## config.mk

```make
export PLATFORM = sky130hd
export DESIGN_NAME = accel_mem_arb
export DESIGN_NICKNAME = d
export VERILOG_FILES = /design/src/rtl/accel_arb_pkg.sv /design/src/rtl/rr_arbiter.sv /design/src/rtl/accel_mem_arb.sv
export SDC_FILE = /design/constraint.sdc
export NUM_CORES = 1
export LEC_CHECK = 0
export ABC_AREA = 0
export CORE_AREA = 5 5 497 499
export CTS_CLUSTER_SIZE = 25
export DETAILED_ROUTE_END_ITERATION = 10
export DIE_AREA = 0 0 502 504
export PLACE_DENSITY = 0.38
export RECOVER_POWER = 100
export SETUP_SLACK_MARGIN = 0.2
export SYNTH_ARGS = -nofsm -noshare
export SYNTH_HDL_FRONTEND = slang
export SYNTH_SLANG_ARGS = --single-unit
```

## constraint.sdc

```tcl
create_clock -name clk -period 1.9 [get_ports clk]
set_clock_uncertainty 0.15 [all_clocks]
set_input_delay 0.57 -clock clk [delete_from_list [all_inputs] [get_ports clk]]
set_output_delay 0.57 -clock clk [all_outputs]
set_load 0.01 [all_outputs]
```

## src/rtl/accel_arb_pkg.sv

```systemverilog
`default_nettype none
//==============================================================================
// Package : accel_arb_pkg
// Shared types and default widths for the accelerator memory-port arbiter.
// Rev     : 1.0
//==============================================================================
package accel_arb_pkg;

    localparam int DEF_NUM_REQ     = 4;
    localparam int DEF_ADDR_W      = 16;
    localparam int DEF_WDATA_W     = 32;
    localparam int DEF_RDATA_W     = 512;
    localparam int DEF_TIMEOUT_CYC = 255;

    typedef enum logic [1:0] {
        IDLE = 2'd0,
        BUSY = 2'd1,
        DONE = 2'd2
    } arb_state_t;

    typedef enum logic {
        OP_RD = 1'b0,
        OP_WR = 1'b1
    } arb_op_t;

endpackage
`default_nettype wire

```

## src/rtl/rr_arbiter.sv

```systemverilog
`default_nettype none
//==============================================================================
// Module : rr_arbiter
// Combinational rotating-priority select; search starts at ptr+1 and wraps.
// Rev    : 1.0
//==============================================================================
module rr_arbiter #(
    parameter int NUM_REQ = 4,
    localparam int IDX_W  = $clog2(NUM_REQ)
) (
    input  logic [NUM_REQ-1:0] req,
    input  logic [IDX_W-1:0]   ptr,
    output logic [NUM_REQ-1:0] gnt_onehot,
    output logic [IDX_W-1:0]   gnt_idx,
    output logic               any
);

    int              w_cand;
    logic [IDX_W-1:0] w_cidx;

    // Walk from the lowest priority to the highest so the last hit wins.
    always_comb begin
        gnt_onehot = '0;
        gnt_idx    = '0;
        any        = 1'b0;
        w_cand     = 0;
        w_cidx     = '0;
        for (int off = NUM_REQ; off >= 1; off--) begin
            w_cand = int'(ptr) + off;
            if (w_cand >= NUM_REQ) begin
                w_cand = w_cand - NUM_REQ;
            end
            w_cidx = IDX_W'(w_cand);
            if (req[w_cidx]) begin
                gnt_idx = w_cidx;
                any     = 1'b1;
            end
        end
        if (any) begin
            gnt_onehot[gnt_idx] = 1'b1;
        end
    end

endmodule
`default_nettype wire

```

## src/rtl/accel_mem_arb.sv

```systemverilog
`default_nettype none
//==============================================================================
// Module : accel_mem_arb
// Round-robin sequencer sharing the CPU accelerator memory port, with watchdog.
// Rev    : 1.0
//==============================================================================
module accel_mem_arb
    import accel_arb_pkg::*;
#(
    parameter int NUM_REQ     = DEF_NUM_REQ,
    parameter int ADDR_W      = DEF_ADDR_W,
    parameter int WDATA_W     = DEF_WDATA_W,
    parameter int RDATA_W     = DEF_RDATA_W,
    parameter int TIMEOUT_CYC = DEF_TIMEOUT_CYC
) (
    input  logic                       clk,
    input  logic                       rst_n,
    input  logic [NUM_REQ-1:0]         req_wrt_en,
    input  logic [NUM_REQ-1:0]         req_rd_en,
    input  logic [NUM_REQ*ADDR_W-1:0]  req_addr,
    input  logic [NUM_REQ*WDATA_W-1:0] req_wrt_data,
    output logic [NUM_REQ-1:0]         req_grant,
    output logic [NUM_REQ-1:0]         req_wrt_done,
    output logic [NUM_REQ-1:0]         req_rd_valid,
    output logic [RDATA_W-1:0]         req_rd_data,
    output logic [NUM_REQ-1:0]         req_err,
    output logic [ADDR_W-1:0]          mem_addr,
    output logic                       mem_wrt_en,
    output logic                       mem_rd_en,
    output logic [WDATA_W-1:0]         mem_wrt_data,
    input  logic [RDATA_W-1:0]         mem_rd_data,
    input  logic                       mem_wrt_done,
    input  logic                       mem_rd_valid,
    output logic                       busy
);

    localparam int IDX_W = $clog2(NUM_REQ);
    localparam int CNT_W = $clog2(TIMEOUT_CYC + 1);
    localparam logic [CNT_W-1:0] c_cnt_last = CNT_W'(TIMEOUT_CYC - 1);

    arb_state_t           r_state;
    arb_state_t           w_state_nxt;
    arb_op_t              r_op;
    logic [IDX_W-1:0]     r_ptr;
    logic [IDX_W-1:0]     r_win;
    logic [ADDR_W-1:0]    r_addr;
    logic [WDATA_W-1:0]   r_wdata;
    logic [CNT_W-1:0]     r_cnt;
    logic                 r_err;
    logic [NUM_REQ-1:0]   r_grant;
    logic [RDATA_W-1:0]   r_rd_data;

    logic [NUM_REQ-1:0]   w_pending;
    logic [NUM_REQ-1:0]   w_gnt_onehot;
    logic [IDX_W-1:0]     w_gnt_idx;
    logic                 w_any;
    logic                 w_accept;
    logic                 w_complete;
    logic                 w_timeout;
    logic [ADDR_W-1:0]    w_sel_addr;
    logic [WDATA_W-1:0]   w_sel_wdata;
    logic [NUM_REQ-1:0]   w_win_onehot;
    logic                 w_in_done;

    assign w_pending   = req_wrt_en | req_rd_en;
    assign w_sel_addr  = req_addr[w_gnt_idx*ADDR_W +: ADDR_W];
    assign w_sel_wdata = req_wrt_data[w_gnt_idx*WDATA_W +: WDATA_W];

    rr_arbiter #(
        .NUM_REQ (NUM_REQ)
    ) u_rr_arbiter (
        .req        (w_pending),
        .ptr        (r_ptr),
        .gnt_onehot (w_gnt_onehot),
        .gnt_idx    (w_gnt_idx),
        .any        (w_any)
    );

    // A completion on the final counted cycle still beats the watchdog.
    always_comb begin
        w_state_nxt = r_state;
        w_accept    = 1'b0;
        w_complete  = 1'b0;
        w_timeout   = 1'b0;
        case (r_state)
            IDLE: begin
                if (w_any) begin
                    w_accept    = 1'b1;
                    w_state_nxt = BUSY;
                end
            end
            BUSY: begin
                w_complete = (r_op == OP_WR) ? mem_wrt_done : mem_rd_valid;
                if (w_complete) begin
                    w_state_nxt = DONE;
                end else if (r_cnt == c_cnt_last) begin
                    w_timeout   = 1'b1;
                    w_state_nxt = DONE;
                end
            end
            DONE:    w_state_nxt = IDLE;
            default: w_state_nxt = IDLE;
        endcase
    end

    always_ff @(posedge clk) begin
        if (!rst_n) begin
            r_state   <= IDLE;
            r_op      <= OP_RD;
            r_ptr     <= IDX_W'(NUM_REQ - 1);
            r_win     <= '0;
            r_addr    <= '0;
            r_wdata   <= '0;
            r_cnt     <= '0;
            r_err     <= 1'b0;
            r_grant   <= '0;
            r_rd_data <= '0;
        end else begin
            r_state <= w_state_nxt;
            r_grant <= w_accept ? w_gnt_onehot : '0;
            if (w_accept) begin
                r_win   <= w_gnt_idx;
                r_ptr   <= w_gnt_idx;
                r_op    <= req_wrt_en[w_gnt_idx] ? OP_WR : OP_RD;
                r_addr  <= w_sel_addr;
                r_wdata <= w_sel_wdata;
                r_cnt   <= '0;
                r_err   <= 1'b0;
            end
            if (r_state == BUSY) begin
                r_cnt <= r_cnt + 1'b1;
                if (w_timeout) begin
                    r_err <= 1'b1;
                end
                if (w_complete && (r_op == OP_RD)) begin
                    r_rd_data <= mem_rd_data;
                end
            end
        end
    end

    assign w_win_onehot = NUM_REQ'(1) << r_win;
    assign w_in_done    = (r_state == DONE);

    assign req_grant    = r_grant;
    assign req_wrt_done = (w_in_done && !r_err && (r_op == OP_WR)) ? w_win_onehot : '0;
    assign req_rd_valid = (w_in_done && !r_err && (r_op == OP_RD)) ? w_win_onehot : '0;
    assign req_err      = (w_in_done && r_err) ? w_win_onehot : '0;
    assign req_rd_data  = r_rd_data;

    assign mem_addr     = r_addr;
    assign mem_wrt_data = r_wdata;
    assign mem_wrt_en   = (r_state == BUSY) && (r_op == OP_WR);
    assign mem_rd_en    = (r_state == BUSY) && (r_op == OP_RD);
    assign busy         = (r_state != IDLE);

endmodule
`default_nettype wire
```

# Word level (Yosys, flattened, before mapping)
# Cells that the tools add are included.
# totals
word_cells	98
regBits	580
output_inout_bits	579
in_bits	716
# op_classes
reduce_logical	15
bitwise	2
shift	3
add_sub_neg	9
muxes	44
order_cmp	10
eq_ne	5
# op_table
cell	count
indexed part select 128 x 8 -> 32 bit	1
indexed part select 64 x 7 -> 16 bit	1
two-way mux 2 bit	11
two-way mux 1 bit	21
two-way mux 8 bit	2
< comparator 2 x 3 -> 1 bit (second input constant)	5
two-way mux 4 bit	3
binary-select mux 1 bit (select 2 bit)	5
>= comparator 3 bit (second input constant)	3
adder 8 x 1 -> 8 bit (second input constant)	1
equality test 8 bit (second input constant)	1
logical AND 1 bit	8
subtractor 2 x 1 -> 2 bit (second input constant)	4
adder 2 x 2 -> 3 bit (second input constant)	2
adder 2 x 3 -> 4 bit (second input constant)	1
>= comparator 4 x 3 -> 1 bit (second input constant)	1
OR 4 bit	1
one-hot mux 2 bit (2 select lines)	1
AND reduction 2 bit	2
nonzero test 2 bit	2
<< shifter 1 x 2 -> 4 bit (first input constant)	1
adder 2 x 1 -> 3 bit (second input constant)	1
!= test 3 bit (second input constant)	1
AND reduction 3 bit	1
other kinds (8)	8

# Logic depth before layout (Yosys ltp)
# logic_depth
ltp_word	14
depth_mapped	8
mapped_depth_nobuf	6

# By module
# A second synthesis with hierarchy kept.
# unflattened
cells_unflattened	2542
hier_area_um2	21420.5
# by_module_without_submodules
module	area_each_um2	seq_area_each_um2	instances	cells_each
accel_mem_arb	21172.8	11611.1	1	2508
rr_arbiter	247.7	0.0	1	34

# Worst setup path after synthesis
# No wires, ideal clock.
# synth_timing
path_kind	input -> register
start	input port req_rd_en[3]
end	register r_ptr[1]
path_stages	7
n_path_buf	2
arrival_time_ns	1.800
slack_ns	-0.186
required_time_ns	1.614
setup_ns	0.136
path_cell_list	or2_0 a221o_2 and2_1 buf_6 buf_6 nand2_1 o211ai_1
# synth_via
elab_chain_cells	9
elab_cells_between_ends	19
classes_between	mux (18); bitwise (1)
# synth_rtl
item	line_no	rtl
start, declared	accel_mem_arb.sv:19	input logic [NUM_REQ-1:0] req_rd_en,
OR 4 bit (*)	accel_mem_arb.sv:65	assign w_pending = req_wrt_en | req_rd_en;
binary-select mux 1 bit (select 2 bit)	rr_arbiter.sv:34	if (req[w_cidx]) begin
two-way mux 1 bit (not written as such)	rr_arbiter.sv:34	
two-way mux 1 bit (4 in a row)	rr_arbiter.sv:34	
two-way mux 1 bit	accel_mem_arb.sv:87	if (w_any) begin
two-way mux 1 bit	accel_mem_arb.sv:85	case (r_state)
end signal, assigned	accel_mem_arb.sv:110	r_ptr <= IDX_W'(NUM_REQ - 1);
end signal, assigned	accel_mem_arb.sv:123	r_ptr <= w_gnt_idx;
end, declared	accel_mem_arb.sv:44	logic [IDX_W-1:0] r_ptr;
# Every way passes the cells marked *; elsewhere a longest branch is shown, timed or not. The select of a mux whose other input is x is not followed.
# A chain may end at the register's enable or synchronous reset.

# Worst setup path in the final report
# layout_timing
start	register r_state[0]
end	output port req_wrt_done[0]
# layout_via
elab_chain_cells	4
# layout_rtl
item	line_no	rtl
start, declared	accel_mem_arb.sv:41	arb_state_t r_state;
start signal, assigned	accel_mem_arb.sv:119	r_state <= w_state_nxt;
equality test 2 bit	accel_mem_arb.sv:143	assign w_in_done = (r_state == DONE);
logical AND 1 bit (2 in a row)	accel_mem_arb.sv:146	assign req_wrt_done = (w_in_done && !r_err && (r_op == OP_WR)) ? w_win_onehot : '0;
two-way mux 4 bit	accel_mem_arb.sv:146	
end, declared	accel_mem_arb.sv:23	output logic [NUM_REQ-1:0] req_wrt_done,
# No other way between the ends.

==> impl_metrics.ini <==
[place]
preCtsSetupSlack_ns = -1.044
finalWeightedCongestion = 0.8631
dpl.hpwl_um = 144700
io_buf_count = 1294
placed_area_um2 = 42470

[power]
cellLeakagePower_nw = 18.18
comb_power_share_pct = 28.4
power.density_nw_per_um2 = 853.5
cell_internal_pwr_w = 0.02945
sequentialPowerShare_pct = 33.8
vdd_drop_max_uv = 712.7
total_design_power_w = 0.04221
clkPwrFrac_pct = 37.8
p_sw_share_pct = 30.22
netsw_w = 0.01275

[die]
start_util_pct = 9.463
die-width_um = 502
std_cell_rows = 181
die_height_um = 504
coreArea_um2 = 242100
die_area_um2 = 253000
top_level_ports = 1295

[synth]
postSynthAreaPerCell_um2 = 8.205
synth_enable_flop_cells = 0
synth.largest_area_cell = dfxtp_1
synth_nets = 3510
synth_seq_area_share_pct = 50.69
synthesis.instances = 2792
async_flop_share_pct = 0
synth.top_cells.by_area = dfxtp_1 (51%), a21boi_0 (18%), nand2_1 (17%)
synth_seq_cells = 580
count_of_yosys_warnings_during_synthesis = 0
yosysTopAreaCellShare_pct = 50.69
post_syn_area_um2 = 22910
postSynth.topFlopCell = dfxtp_1
netlist-cell-type-count = 45

[min_path]
hold_end = r_op
hold_path_depth = 3
min-delay-start = req_wrt_en[0]
min-delay-path-class = input port to flop

[sta]
timing_max_transition_violations_final = 0
final_min_period_over_clock_period_pct = 130.7
fin_crit_ns = 2.483
relative_slew_margins_pct = 73.12
final_hold_viol_count = 0
timing_worst_slew_pin_value_ns = 0.4032
final-setup-viol-count = 634
maxClockFrequency_mhz = 402.7
finalWorstSetupSlack_ns = -0.5830
rsz0062_at_grt = yes

[worst_setup_path]
path_max_fanout = 4
r2r_start = r_ptr[0]
rrSetupSlack_ns = -0.23
worst-endpoint-required_ns = 1.18
reg2reg_to = mem_wrt_data[0]
timing.critical_path.from_type = flop
critical_path_class = flop to output port
worstRegToRegCells = 8
critical_path_end_type = output port
critical_path_arrival_ns = 1.76

[drt]
wire_per_inst_um = 24.55
drt_drc_violations_left = 0
drt.antenna.violating_nets = 0
drt_first_iter_violations = 1303
number_of_search_and_repair_iterations_in_the_first_detailed_routing_pass = 6
totalWireLength_um = 185200
via_per_inst = 3.452
via_count = 26040

[global_route]
number_of_antenna_violations_at_the_first_check_in_global_routing = 46
grt_use_total_pct = 13.47
grt-ovfl-total = 0
pin_count_of_the_biggest_net_entering_global_routing = 78
first_pass_grt_wire_length_um = 235000
first_global_vias = 26580

[cells_and_area]
drive_above_1_share_pct = 37.66
core_util_final_pct = 20.43
area_growth_pct = 115.9
finish.instance_area_um2 = 49450
layout.nets = 4987
layout.cells.most_common_list = nand2_1 (1018), clkdlybuf4s50_1 (708), buf_6 (507)
layout_commonest_cell = nand2_1
filler_cell_count = 26850

[clock_tree]
cts.sinks = 580
cts_tree = built
worst_skew_pair.late_latency_ns = 0.69
cts.reportedPaths.clkPinSlew_ns = 0.06
clock_path_buffers = 3
ctsHtreeMaxLevel = 3
cts_buffers = 81
clock_tree.root_cell = clkbuf_16

[run_status]
run_status = finished, violations left
failing_checks = setup timing

[run]
max-cap-violations = 0
## how the worst max path moves through the flow
stage                       start          endpoint  cells after the start
floorplan           req_wrt_en[3]          r_ptr[1]                      7
global placement     req_rd_en[3]  mem_wrt_data[27]                      7
detailed placement   req_rd_en[1]  mem_wrt_data[26]                      8
CTS                         r_err   req_wrt_done[0]                      6
global route           r_state[0]   req_wrt_done[0]                      6
finish                 r_state[0]   req_wrt_done[0]                      6
## kinds of logic after synthesis
kind of cell / after synthesis / synth area share, %
and+or+nand+nor: 1188 / 20.65
AOI/OAI and AO/OA: 790 / 24.09
DFF: 580 / 50.69
buffers and inverters: 229 / 4.359
xor gates and xnor gates: 3 / 0.1147
adders and majority gates: 2 / 0.1092
## Yosys cell counts, types with 5 or more instances
| master | number |
|---|---|
| a21boi_0 | 544 |
| a21boi_1 | 20 |
| a21oi_1 | 51 |
| a221oi_1 | 16 |
| a31oi_1 | 38 |
| and2_1 | 5 |
| and3_1 | 51 |
| buf_1 | 13 |
| buf_2 | 72 |
| buf_6 | 6 |
| clkbuf_1 | 135 |
| dfxtp_1 | 580 |
| nand2_1 | 1038 |
| nand3_1 | 43 |
| nor2_1 | 26 |
| nor2b_1 | 5 |
| nor3_1 | 7 |
| o21ai_0 | 75 |
| o21ai_1 | 33 |
## metrics by stage
stage | std cells | TNS [ns] | hold WS, ns
after floorplan | 2792 | -5.510 | 0.2744
after global placement | 7273 | -315.02 | 0.2961
after detailed placement | 7273 | -317.70 | 0.3043
after CTS | 7458 | -114.37 | 0.1226
after global routing | 7529 | -125.56 | 0.1845
final | 7543 | -43.37 | 0.2391
## final cells by class
class | count | area [um^2] | share of cell area, %
flip-flops and latches | 580 | 12370 | 25.01
clock inverters | 22 | 340.3 | 0.6882
inverters | 2 | 7.507 | 0.01518
clock buffers | 117 | 2384 | 4.820
well taps | 3202 | 4006 | 8.101
repair buffers | 1621 | 19410 | 39.25
diodes | 16 | 40.04 | 0.08096
multi-input cells | 1983 | 10900 | 22.03
## state kept, by name (all words and copies together) (netlist names)
register / cells
r_ptr: 2
r_op: 1
r_cnt: 8
r_state: 2
req_grant: 4
r_win: 2
r_err: 1
mem_wrt_data: 32
mem_addr: 16
req_rd_data: 512
## what timing repair did
action	CTS	global route
gates cloned	12	45
pin swaps	19	62
gates resized for setup	3110	285
endpoints found under the setup margin	1159	1159
hold buffers	0	0
setup buffers	34	24
endpoints found under the hold margin	0	0
## per-layer routing
layer / wire length (um) / vias to the layer above / GRT usage [%]
li1: - / 12290 / -
met1: 70960 / 12440 / 14.54
met2: 87870 / 1090 / 23.04
met3: 22370 / 196 / 7.404
met4: 3795 / 26 / 2.932
met5: 165 / - / 0
## power groups by stage
stage,Sequential [W],Clock [W],Combinational (W)
finish,0.0143,0.0160,0.0120
global route,0.0144,0.0170,0.0128
CTS,0.0143,0.0167,0.0109
detailed placement,0.0142,0,0.0100
global placement,0.0142,0,0.0101
floorplan,0.0142,0,0.00305
## worst max-delay path, stage by stage (launching register included)
cell and delay [ns]:
dfxtp_4 0.36, nor2_4 0.12, buf_6 0.11, nand3_4 0.10, nor3_4 0.16, buf_6 0.13, buf_12 0.10
Power figures use the tool's default switching activity.
==> variant 1, RTL diff (same settings) <==
Make the reset (`rst_n`) asynchronous in one clocked block.
--- a/src/rtl/accel_mem_arb.sv
+++ b/src/rtl/accel_mem_arb.sv
@@ -103,7 +103,7 @@
         endcase
     end
 
-    always_ff @(posedge clk) begin
+    always_ff @(posedge clk or negedge rst_n) begin
         if (!rst_n) begin
             r_state   <= IDLE;
             r_op      <= OP_RD;
Function: changed (a bounded check fails within 4 cycles, from zero or initial values and one cycle with rst_n low; the reset may be asserted at any time).
==> variant 1 against the original RTL <==
  * The run still ends with setup timing left
  * Via count is 24% lower
  * Design area increased by 4.8%
  * Synthesized area increased by 0.54%
  * Routed wire length fell by 3.7%
  * Die area unchanged
  * Worst setup slack got worse by 0.25 ns
  * Worst hold slack improved by 0.048 ns
  * Synthesized cell count fell by 50%
  * Sequential cell count stayed put
  * Largest cell class unchanged
  * Highest routed layer unchanged
Power is not compared: it rests on default switching activity, and its combinational part moved more than twofold at a synthesized area within 25%.
==> variant 1: results <==
{
  "run_status": "finished with violations",
  "share_of_the_yosys_chip_area_belonging_to_registers": 0.630,
  "antenna_found_initial": 77,
  "seq-cell-share": 0.281,
  "insertion_delay_ns": 0.72,
  "violated_checks": "setup timing",
  "worst-r2r-cell-count": 9,
  "detailedPlacementHpwl_microns": 145000,
  "drt_first_pass_iters": 4,
  "layout-drive-gt1-share": 0.566,
  "num_sequential": 580,
  "postSynth.asyncResetShare": 1.00,
  "yosys.cell_types.count": 47,
  "critPathArrivalTime_ns": 2.01,
  "grt_pass1_vias": 21900,
  "share_of_the_final_layout_cell_area_in_multi_input_gates": 0.200,
  "post_synth_instance_area_sq_mm": 0.0230,
  "wl_met1_microns": 66800,
  "placement.io_buffers": 1294,
  "syn-num-nets": 2125,
  "n_antenna_cell": 18,
  "grt_pass1_wl_microns": 224000,
  "global_placer_s_final_weighted_congestion": 0.804,
  "synth_top_cells_by_count": "sky130_fd_sc_hd__dfrtp_1 (578), sky130_fd_sc_hd__mux2_2 (518), sky130_fd_sc_hd__buf_2 (56), sky130_fd_sc_hd__mux2i_1 (36), sky130_fd_sc_hd__nand2_1 (29)",
  "grt.met2_usage": 0.229,
  "finalSetupViolations": 1164,
  "layout.non_clock_inverters": 3,
  "final_core_utilization": 0.214,
  "holdBufCountCts": 1,
  "cts_buffers": 83,
  "wl_met2_microns": 86500,
  "n_clock_buffer": 120,
  "multi_input_gates": 745,
  "crit_path_max_incr_delay_ns": 0.40,
  "avgRoutedWirePerCell_microns": 27.6,
  "dpl.cell_count": 6002,
  "wl_met3_microns": 21200,
  "place_ws_ns": -1.30,
  "gr-usage-all-layers": 0.133,
  "placement.cell_area_sq_mm": 0.0451,
  "fillers": 25900,
  "nonClockBufferCount": 1771,
  "grtUsageMet3": 0.0717,
  "highest_delay_cell_along_the_critical_path": "sky130_fd_sc_hd__or3_4",
  "postCtsSetupRepairBufs": 204,
  "pin_count_of_the_biggest_net_entering_global_routing": 41,
  "cts.repair.resized": 2193,
  "met1_usage": 0.143,
  "fin_nets": 3902,
  "transition_time_at_the_pin_with_the_least_slew_margin_ns": 0.720,
  "clk_share": 0.0557,
  "totalWireLength_microns": 178000,
  "totalNegativeSetupSlack_ns": -250.76,
  "synthCells": 1407,
  "timing.final.ws_setup_ns": -0.832,
  "buffer_area_frac": 0.385,
  "detailedRoute.firstIterationViolations": 718,
  "worstHoldPathType": "in2async"
}
[variant 1: changes by cell type in the layout (fill, tap and decap cells not counted), moves of 48 or more]
cell,delta
sky130_fd_sc_hd__a21boi_1,-123
sky130_fd_sc_hd__a21boi_0,-405
sky130_fd_sc_hd__a21oi_1,-48
sky130_fd_sc_hd__buf_2,+155
sky130_fd_sc_hd__buf_4,+130
sky130_fd_sc_hd__mux2_4,+543
sky130_fd_sc_hd__o21ai_0,-55
sky130_fd_sc_hd__dfrtp_1,+555
sky130_fd_sc_hd__dfxtp_1,-103
sky130_fd_sc_hd__dfxtp_2,-413
sky130_fd_sc_hd__dfxtp_4,-64
sky130_fd_sc_hd__nand2_1,-990
sky130_fd_sc_hd__buf_6,-218
[variant 1: power groups by stage]
stage | combinational [mW] | clock (mW) | sequential, mW
3_5_place_dp | 48.0 | 0 | 24.2
4_1_cts | 52.6 | 17.7 | 24.5
5_1_grt | 57.8 | 17.9 | 25.3
2_1_floorplan | 17.3 | 0 | 25.1
3_3_place_gp | 48.1 | 0 | 24.2
6_report | 54.4 | 16.7 | 24.4
[variant 1: logic make-up after synthesis]
kind of cell,count (synthesis),synth area share
AO/OA/AOI/OAI,47,0.0152
multiplexers,610,0.316
adder cells (fa/ha/maj),2,0.00109
XOR/XNOR,2,0.000761
buffers and inverters,82,0.0196
flip-flops,580,0.630
AND/OR/NAND/NOR,84,0.0170
[variant 1: worst paths after layout]
check / start / slack [ns] / endpoint
worst min-delay path: rst_n / 0.29 / req_rd_data[195]
min in group clk: mem_rd_data[32] / 0.30 / req_rd_data[32]
max in group asynchronous: rst_n / -0.03 / req_rd_data[49]
worst max register to register: r_ptr[1] / -0.65 / mem_wrt_data[1]
worst max-delay path: r_state[0] / -0.83 / req_rd_valid[0]
worst min register to register: r_cnt[7] / 0.35 / r_cnt[7]
==> variant 2, RTL diff (same flow settings) <==
Without the edit above. Set the package constant `DEF_ADDR_W` to 17 (it was 16).
--- a/src/rtl/accel_arb_pkg.sv
+++ b/src/rtl/accel_arb_pkg.sv
@@ -7,7 +7,7 @@
 package accel_arb_pkg;
 
     localparam int DEF_NUM_REQ     = 4;
-    localparam int DEF_ADDR_W      = 16;
+    localparam int DEF_ADDR_W      = 17;
     localparam int DEF_WDATA_W     = 32;
     localparam int DEF_RDATA_W     = 512;
     localparam int DEF_TIMEOUT_CYC = 255;
Ports: changed (resized mem_addr and req_addr); port bits go from 1295 to 1300. No check against the original RTL was run, so the function may have changed too.
==> variant 2 against the original RTL <==
  * The flow still finishes with violations (setup timing)
  * Critical path depth did not move
  * Register-to-register slack got worse by 0.31 ns
  * Count of clock-buffer cells in the layout rose by 3
  * Worst setup slack got worse by 0.21 ns
  * Non-clock buffer count rose by 19
  * Routed wire length fell by 0.62%
  * Worst hold slack improved by 0.018 ns
  * First-iteration DRC count fell by 11%
  * Synthesized area fell by 0.88%
  * Sequential share of layout area fell by 0.69 points
  * Power rose by 1.4%
  * Combinational power rose by 7%
  * Design area rose by 2.1%
  * Sequential cell count rose by 1
  * Critical path type unchanged
==> variant 2: results <==
{
  "run_status": "finished with violations",
  "timing.final.ws_setup_ns": -0.792,
  "pin_count_of_the_biggest_net_entering_global_routing": 58,
  "yosys.cell_types.count": 42,
  "comb_cell_power_mw": 12.9,
  "grtUsageMet3": 0.0889,
  "finalSetupViolations": 759,
  "detailedPlacementHpwl_microns": 142000,
  "n_antenna_cell": 13,
  "area_of_the_multi_input_gates_sq_mm": 0.0112,
  "share_of_the_yosys_chip_area_belonging_to_registers": 0.512,
  "n_clock_buffer": 120,
  "synth.ff_latch_count": 581,
  "synth_top_cells_by_count": "sky130_fd_sc_hd__nand2_1 (1,085), sky130_fd_sc_hd__dfxtp_1 (581), sky130_fd_sc_hd__a21boi_1 (513), sky130_fd_sc_hd__clkbuf_1 (117), sky130_fd_sc_hd__mux2i_1 (100)",
  "layout-drive-gt1-share": 0.409,
  "met1_usage": 0.131,
  "antenna_found_initial": 49,
  "fillers": 26600,
  "critPathArrivalTime_ns": 1.97,
  "holdBufCountCts": 1,
  "grt_pass1_wl_microns": 225000,
  "final_core_utilization": 0.209,
  "totalWireLength_microns": 184000,
  "syn-num-nets": 3353,
  "violated_checks": "setup timing",
  "postCtsSetupRepairBufs": 25,
  "place_ws_ns": -0.960,
  "avgRoutedWirePerCell_microns": 24.8,
  "power_leakage_nw": 19.0,
  "placement.cell_area_sq_mm": 0.0423,
  "seq-cell-share": 0.243,
  "buffer_area_frac": 0.405,
  "synthCells": 2631,
  "cts.repair.resized": 2752,
  "share_of_power_burned_in_registers": 0.341
}
-- variant 2: logic make-up (layout without fill, tap and decap cells) --
kind of cell,after synthesis,in the layout,share of synthesized area
multiplexers,100,100,0.0441
flip-flops,581,581,0.512
AND/OR/NAND/NOR,1151,1151,0.195
AO/OA/AOI/OAI,589,589,0.197
XOR/XNOR,3,3,0.00116
adder cells (fa/ha/maj),2,2,0.00110
buffers and inverters,205,1789,0.0493
other,0,13,0
-- variant 2: worst paths after layout --
kind                     from  slack [ns]  cells after the start                to
max                r_state[0]       -0.79                      6   req_rd_valid[2]
min           mem_rd_data[43]        0.26                      3   req_rd_data[43]
max reg2reg        r_state[0]       -0.54                     16  req_rd_data[343]
min reg2reg  req_rd_data[386]        0.30                      2  req_rd_data[386]
-- variant 2: layer usage --
layer / vias to the layer above / routed length, microns
met5: - / 138
met4: 22 / 5030
met3: 212 / 26600
met2: 1065 / 86400
met1: 12000 / 65800
li1: 11800 / -
